==> src/rtl/clk_div_gen_pkg.sv <==
// Shared types and defaults for the clk_div_gen clock divider/reset sequencer.
package clk_div_gen_pkg;

  typedef enum logic [1:0] {
    StWaitLock = 2'd0,
    StCount    = 2'd1,
    StRelease  = 2'd2,
    StRun      = 2'd3
  } clk_div_state_e;

  localparam int unsigned DefaultDiv = 8;
  localparam int unsigned LockCycles = 16;

endpackage

==> src/rtl/clk_div_ch.sv <==
// One divider channel: shadowed ratio with glitch-free update, clock-enable pulse and 50% clock.
module clk_div_ch
  import clk_div_gen_pkg::*;
#(
  parameter int unsigned DIV_W       = 8,
  parameter int unsigned DEFAULT_DIV = DefaultDiv
) (
  input  logic             clk_in,
  input  logic             reset_n,
  input  logic             active_i,
  input  logic [DIV_W-1:0] div_i,
  input  logic             div_load_i,
  output logic             clk_en_o,
  output logic             clk_div_o
);

  logic [DIV_W-1:0] cnt_q, cnt_d;
  logic [DIV_W-1:0] shadow_q, shadow_d;
  logic [DIV_W-1:0] pending_q, pending_d;
  logic [DIV_W-1:0] n_eff;
  logic             wrap;
  logic             clk_en_q, clk_en_d;
  logic             clk_div_q, clk_div_d;

  always_comb begin
    n_eff     = (shadow_q == '0) ? DIV_W'(1) : shadow_q;
    wrap      = (cnt_q >= n_eff - DIV_W'(1));
    pending_d = div_load_i ? div_i : pending_q;
    shadow_d  = shadow_q;
    cnt_d     = '0;
    clk_en_d  = 1'b0;
    clk_div_d = 1'b0;
    if (active_i) begin
      cnt_d     = wrap ? '0 : cnt_q + DIV_W'(1);
      clk_en_d  = wrap;
      clk_div_d = clk_div_q ^ wrap;
      // Ratio only changes on a wrap so no half-period is ever shortened.
      if (wrap) shadow_d = pending_q;
    end else begin
      shadow_d = pending_d;
    end
  end

  always_ff @(posedge clk_in or negedge reset_n) begin
    if (!reset_n) begin
      cnt_q     <= '0;
      shadow_q  <= DIV_W'(DEFAULT_DIV);
      pending_q <= DIV_W'(DEFAULT_DIV);
      clk_en_q  <= 1'b0;
      clk_div_q <= 1'b0;
    end else begin
      cnt_q     <= cnt_d;
      shadow_q  <= shadow_d;
      pending_q <= pending_d;
      clk_en_q  <= clk_en_d;
      clk_div_q <= clk_div_d;
    end
  end

  assign clk_en_o  = clk_en_q;
  assign clk_div_o = clk_div_q;

endmodule

==> src/rtl/clk_div_gen.sv <==
// Multi-channel clock divider with PLL-lock gated domain reset release.
// Define CLK_DIV_GEN_RST_SEQ_EN to release channel resets one per cycle instead of all at once.
module clk_div_gen
  import clk_div_gen_pkg::*;
#(
  parameter int unsigned NUM_CH      = 4,
  parameter int unsigned DIV_W       = 8,
  parameter int unsigned LOCK_CYCLES = LockCycles,
  parameter int unsigned DEFAULT_DIV = DefaultDiv
) (
  input  logic                    clk_in,
  input  logic                    reset_n,
  input  logic                    pll_locked_in,
  input  logic [NUM_CH*DIV_W-1:0] div_i,
  input  logic [NUM_CH-1:0]       div_load_i,
  input  logic [NUM_CH-1:0]       ch_en_i,
  output logic [NUM_CH-1:0]       clk_en_o,
  output logic [NUM_CH-1:0]       clk_div_o,
  output logic [NUM_CH-1:0]       rst_n_o,
  output logic                    ready_o
);

  localparam int unsigned LcW = (LOCK_CYCLES > 1) ? $clog2(LOCK_CYCLES) : 1;

  logic [1:0]        sync_q;
  logic              lock_s;
  clk_div_state_e    state_q, state_d;
  logic [LcW-1:0]    lock_cnt_q, lock_cnt_d;
  logic [NUM_CH-1:0] rst_n_q, rst_n_d;

`ifdef CLK_DIV_GEN_RST_SEQ_EN
  localparam int unsigned RelW = (NUM_CH > 1) ? $clog2(NUM_CH) : 1;
  logic [RelW-1:0] rel_q, rel_d;
`endif

  // pll_locked_in is asynchronous to clk_in
  always_ff @(posedge clk_in or negedge reset_n) begin
    if (!reset_n) sync_q <= 2'b00;
    else          sync_q <= {sync_q[0], pll_locked_in};
  end
  assign lock_s = sync_q[1];

  always_ff @(posedge clk_in or negedge reset_n) begin
    if (!reset_n) begin
      state_q    <= StWaitLock;
      lock_cnt_q <= '0;
      rst_n_q    <= '0;
`ifdef CLK_DIV_GEN_RST_SEQ_EN
      rel_q      <= '0;
`endif
    end else begin
      state_q    <= state_d;
      lock_cnt_q <= lock_cnt_d;
      rst_n_q    <= rst_n_d;
`ifdef CLK_DIV_GEN_RST_SEQ_EN
      rel_q      <= rel_d;
`endif
    end
  end

  always_comb begin
    state_d    = state_q;
    lock_cnt_d = lock_cnt_q;
    rst_n_d    = rst_n_q;
`ifdef CLK_DIV_GEN_RST_SEQ_EN
    rel_d      = rel_q;
`endif
    case (state_q)
      StWaitLock: begin
        rst_n_d    = '0;
        lock_cnt_d = '0;
        if (lock_s) state_d = StCount;
      end
      StCount: begin
        if (!lock_s) begin
          state_d    = StWaitLock;
          lock_cnt_d = '0;
        end else if (lock_cnt_q == LcW'(LOCK_CYCLES - 1)) begin
`ifdef CLK_DIV_GEN_RST_SEQ_EN
          state_d = StRelease;
          rel_d   = '0;
`else
          state_d = StRun;
          rst_n_d = '1;
`endif
        end else begin
          lock_cnt_d = lock_cnt_q + LcW'(1);
        end
      end
      StRelease: begin
`ifdef CLK_DIV_GEN_RST_SEQ_EN
        if (!lock_s) begin
          state_d = StWaitLock;
          rst_n_d = '0;
        end else begin
          rst_n_d[rel_q] = 1'b1;
          if (rel_q == RelW'(NUM_CH - 1)) state_d = StRun;
          else                            rel_d   = rel_q + RelW'(1);
        end
`else
        state_d = StWaitLock;
        rst_n_d = '0;
`endif
      end
      StRun: begin
        if (!lock_s) begin
          state_d = StWaitLock;
          rst_n_d = '0;
        end
      end
      default: begin
        state_d = StWaitLock;
        rst_n_d = '0;
      end
    endcase
  end

  always_comb begin
    ready_o = (state_q == StRun);
  end

  assign rst_n_o = rst_n_q;

  for (genvar i = 0; i < NUM_CH; i++) begin : g_ch
    clk_div_ch #(
      .DIV_W      (DIV_W),
      .DEFAULT_DIV(DEFAULT_DIV)
    ) u_ch (
      .clk_in    (clk_in),
      .reset_n   (reset_n),
      .active_i  (ch_en_i[i] & rst_n_q[i]),
      .div_i     (div_i[i*DIV_W +: DIV_W]),
      .div_load_i(div_load_i[i]),
      .clk_en_o  (clk_en_o[i]),
      .clk_div_o (clk_div_o[i])
    );
  end

endmodule

==> config.mk <==
export PLATFORM = sky130hd
export DESIGN_NAME = clk_div_gen
export DESIGN_NICKNAME = d
export VERILOG_FILES = /design/src/rtl/clk_div_gen_pkg.sv /design/src/rtl/clk_div_ch.sv /design/src/rtl/clk_div_gen.sv
export SDC_FILE = /design/constraint.sdc
export NUM_CORES = 1
export LEC_CHECK = 0
export CORE_ASPECT_RATIO = 1.25
export CORE_MARGIN = 2
export CORE_UTILIZATION = 45
export CTS_BUF_LIST = sky130_fd_sc_hd__clkbuf_4
export DETAILED_ROUTE_END_ITERATION = 16
export HOLD_SLACK_MARGIN = 0.02
export MAX_ROUTING_LAYER = met4
export PLACE_DENSITY = 0.65
export SLEW_MARGIN = 20
export SYNTH_ARGS = -nofsm -noshare
export SYNTH_HDL_FRONTEND = slang
export SYNTH_SLANG_ARGS = --single-unit
export TNS_END_PERCENT = 5
==> constraint.sdc <==
create_clock -name clk_in -period 4.8 [get_ports clk_in]
set_clock_uncertainty 0.1 [all_clocks]
set_input_delay 0.96 -clock clk_in [delete_from_list [all_inputs] [get_ports clk_in]]
set_output_delay 0.96 -clock clk_in [all_outputs]
set_load 0.02 [all_outputs]
==> results.toml <==
[sta]
finalCriticalPeriod_ps = 3730
period_share = 0.777
rsz0062_at_grt = "false"
setup_viol = 0
setup_slack_ps = 1070
tns_ps = 0
worst_slew_pin_slew_ps = 808
clock.fmax_mhz = 268
drv_slew = 0
relSlewSlack = 0.459
hold_viol = 0

[logic_synthesis]
synth_edf_count = 0
ys.flop_type = "dfrtp_1"
synth-seq-area-share = 0.472
synth_area_leaders = "dfrtp_1 (44%), ha_1 (8.5%), mux2_2 (6.0%)"
synthCells = 562
synth_cell_types = 48
yosys_warnings = 0
postSynthNetCount = 646
synth_top_area_frac = 0.437
synthArstFlopShare = 1.00
yosysTopAreaCell = "dfrtp_1"
syn-cell-area_um2 = 6010
syn_area_per_cell_um2 = 10.7
yosys_register_bits = 113

[worst_setup_path]
r2r-start = "g_ch[2].u_ch.shadow_q[2]"
critPathKind = "register to register"
required_ps = 5110
crit_family = "simple AND/OR/NAND/NOR gates"
crit_fanout = 15
r2r-end = "g_ch[2].u_ch.shadow_q[7]"
critPathBufInv = 0
ff2ff_setup_slack_ps = 1070
cpMostUsedCell = "ha_1"
crit_chain = "or4_1 -> or3_1 -> nor2_2 -> nor2_1 -> ha_1 -> xnor2_1 -> ha_1 -> a211oi_1 -> o21ai_0 -> a21oi_1 -> nand2_1 -> o221a_2"
slowest_stage = "or4_1"
worstPathArrival_ps = 4040
max_stage_delay_ps = 540
endpoint_kind = "register"
startpoint_type = "register"
reg2reg_depth = 12

[cts]
clkLatencyLatePin_ps = 520
path_clk_slew_ps = 90
cts_buffers = 17
cts_root_buffer = "clkbuf_4"
postCtsSetupBuffers = 0
cts_htree_levels = 4
clock_sinks = 113
cts_tree = "yes"
cts-resized-gates = 0
cts_buffer_depth = 2
cts.hold.buffers_added = 0

[cells_and_area]
mostFrequentLayoutCells = "dfrtp_1 (105), nor2_1 (67), clkdlybuf4s50_1 (54)"
num-fill-cells = 1218
num-nets-final = 695
drive_gt1_frac = 0.146
syn2layout_area_growth_pct = 14.0
layout_commonest_cell = "dfrtp_1"

[power]
leakage_nw = 2.95
cellPowerDensity_nw_per_um2 = 277
internal-power_mw = 1.40
p_clk_frac = 0.308
peakVddDrop_uv = 123
p_switching_mw = 0.498
pwr-share-comb = 0.134
swShare = 0.262
finalPower_mw = 1.90
seq_power_share = 0.558

[route]
drc = 0
via_count = 4334
drt_first_pass_iters = 4
wire_per_inst_um = 14.7
ant_nets = 0
via_per_inst = 5.45
routed_wl_um = 11700
drtIter0Drc = 187

[global_route]
grt_pass1_wl_um = 20300
antenna_found_initial = 1
grt_pass1_vias = 4460
gr-total-overflow = 0
grt_usage = 0.183
grt_max_degree = 43

[min_path]
min-delay-path-class = "register to register"
min-delay-start = "sync_q[0]"
worstHoldEndpoint = "sync_q[1]"
hold_depth = 0

[placement]
place_ws_ps = 1120
port_buffers = 55
gp_congestion = 0.878
hpwl_um = 8380

[die]
fp.dieH_um = 133
rows = 47
io_pins = 56
coreArea_um2 = 13200
dieArea_um2 = 14300
fp.dieW_um = 107
start_util = 0.456

[outcome]
outcome = "finished clean"

[flow_run]
cap_violations = 0
[state kept, by name, indices dropped and copies added, names as in the netlist]
| register | count |
|---|---|
| g_ch.u_ch.clk_div_o | 4 |
| g_ch.u_ch.clk_en_o | 4 |
| g_ch.u_ch.cnt_q | 32 |
| g_ch.u_ch.pending_q | 32 |
| g_ch.u_ch.shadow_q | 32 |
| lock_cnt_q | 4 |
| rst_n_o | 1 |
| state_q | 2 |
| sync_q | 2 |
[logic make-up (layout without fill, tap and decap cells)]
kind of cell,after synthesis,in the layout,share of synthesized area
AOI/OAI and AO/OA,98,98,0.117
xor gates and xnor gates,43,43,0.0626
adders and majority gates,41,41,0.0853
buffers and inverters,46,107,0.0385
DFF,113,113,0.472
muxes,36,36,0.0666
other,0,1,0
and+or+nand+nor,185,185,0.158
[final cells by class]
cell class	count	area [um2]	area share
diodes	1	2.50	0.000365
flip-flops and latches	113	2840	0.414
repair buffers	58	571	0.0832
clock inverters	12	76.3	0.0111
clock buffers	19	143	0.0208
inverters	18	67.6	0.00986
well taps	171	214	0.0312
multi-input cells	403	2940	0.429
[worst reg2reg max path: stages (launching register included)]
cell and delay, ps:
dfrtp_1 450, or4_1 540, or3_1 350, nor2_2 120
nor2_1 70, ha_1 230, xnor2_1 190, ha_1 280
a211oi_1 220, o21ai_0 110, a21oi_1 200, nand2_1 370
o221a_2 420
[synthesized netlist by cell type (2+ instances only)]
| master | count |
|---|---|
| nor2b_1 | 2 |
| nor4_1 | 4 |
| a31oi_1 | 10 |
| nand2b_1 | 3 |
| a2111oi_2 | 2 |
| nor4b_1 | 2 |
| o21a_1 | 3 |
| buf_2 | 2 |
| buf_6 | 2 |
| or4_1 | 6 |
| o21ba_2 | 2 |
| xor2_1 | 22 |
| a221o_1 | 16 |
| o21ai_0 | 23 |
| nor3_1 | 5 |
| dfstp_2 | 8 |
| mux2i_1 | 4 |
| and2_1 | 5 |
| buf_4 | 11 |
| and4_1 | 2 |
| nand3_1 | 21 |
| nand2_1 | 17 |
| nor2_1 | 67 |
| o21ai_1 | 3 |
| o221a_2 | 8 |
| a211oi_1 | 3 |
| dfrtp_1 | 105 |
| ha_1 | 41 |
| clkbuf_1 | 12 |
| nand2b_4 | 2 |
| inv_1 | 18 |
| or3_1 | 10 |
| and3_1 | 27 |
| a21oi_1 | 20 |
| o2111ai_1 | 2 |
| nor3b_1 | 3 |
| xnor2_1 | 21 |
| mux2_2 | 32 |
| nor2_2 | 4 |
| or2_2 | 4 |
[layer usage]
metal	track usage	part of all wire	up-vias
li1	-	-	2124
met1	0.210	0.43	2095
met2	0.304	0.51	87
met3	0.0445	0.037	28
met4	0.0805	0.024	0
met5	-	0	-
[per-stage QoR]
step | util | instances | cell area, um2 | hold slack, ps
detailed placement | 0.504 | 763 | 6630 | 235
global placement | 0.504 | 763 | 6630 | 238
CTS | 0.520 | 794 | 6850 | 257
global route | 0.520 | 795 | 6860 | 275
floorplan | - | 562 | 6010 | 231
finish | 0.520 | 795 | 6860 | 256
[worst max-delay path by stage]
stage,to,slack (ps),start,cells after the start
after floorplan,g_ch[0].u_ch.shadow_q[0],1410,g_ch[0].u_ch.shadow_q[2],15
after global placement,g_ch[2].u_ch.shadow_q[7],1250,g_ch[2].u_ch.shadow_q[2],12
after detailed placement,g_ch[2].u_ch.shadow_q[7],1120,g_ch[2].u_ch.shadow_q[2],12
after CTS,g_ch[2].u_ch.shadow_q[7],1050,g_ch[2].u_ch.shadow_q[2],12
after global routing,g_ch[2].u_ch.shadow_q[7],710,g_ch[2].u_ch.shadow_q[2],12
final,g_ch[2].u_ch.shadow_q[7],1070,g_ch[2].u_ch.shadow_q[2],12
[power groups by stage]
stage	Combinational [mW]	Clock (mW)	Sequential (mW)
2_1_floorplan	0.173	0	1.06
3_3_place_gp	0.250	0	1.07
3_5_place_dp	0.259	0	1.08
4_1_cts	0.260	0.617	1.06
5_1_grt	0.291	0.656	1.07
6_report	0.255	0.585	1.06
No activity file was read; power rests on OpenSTA's default activity.
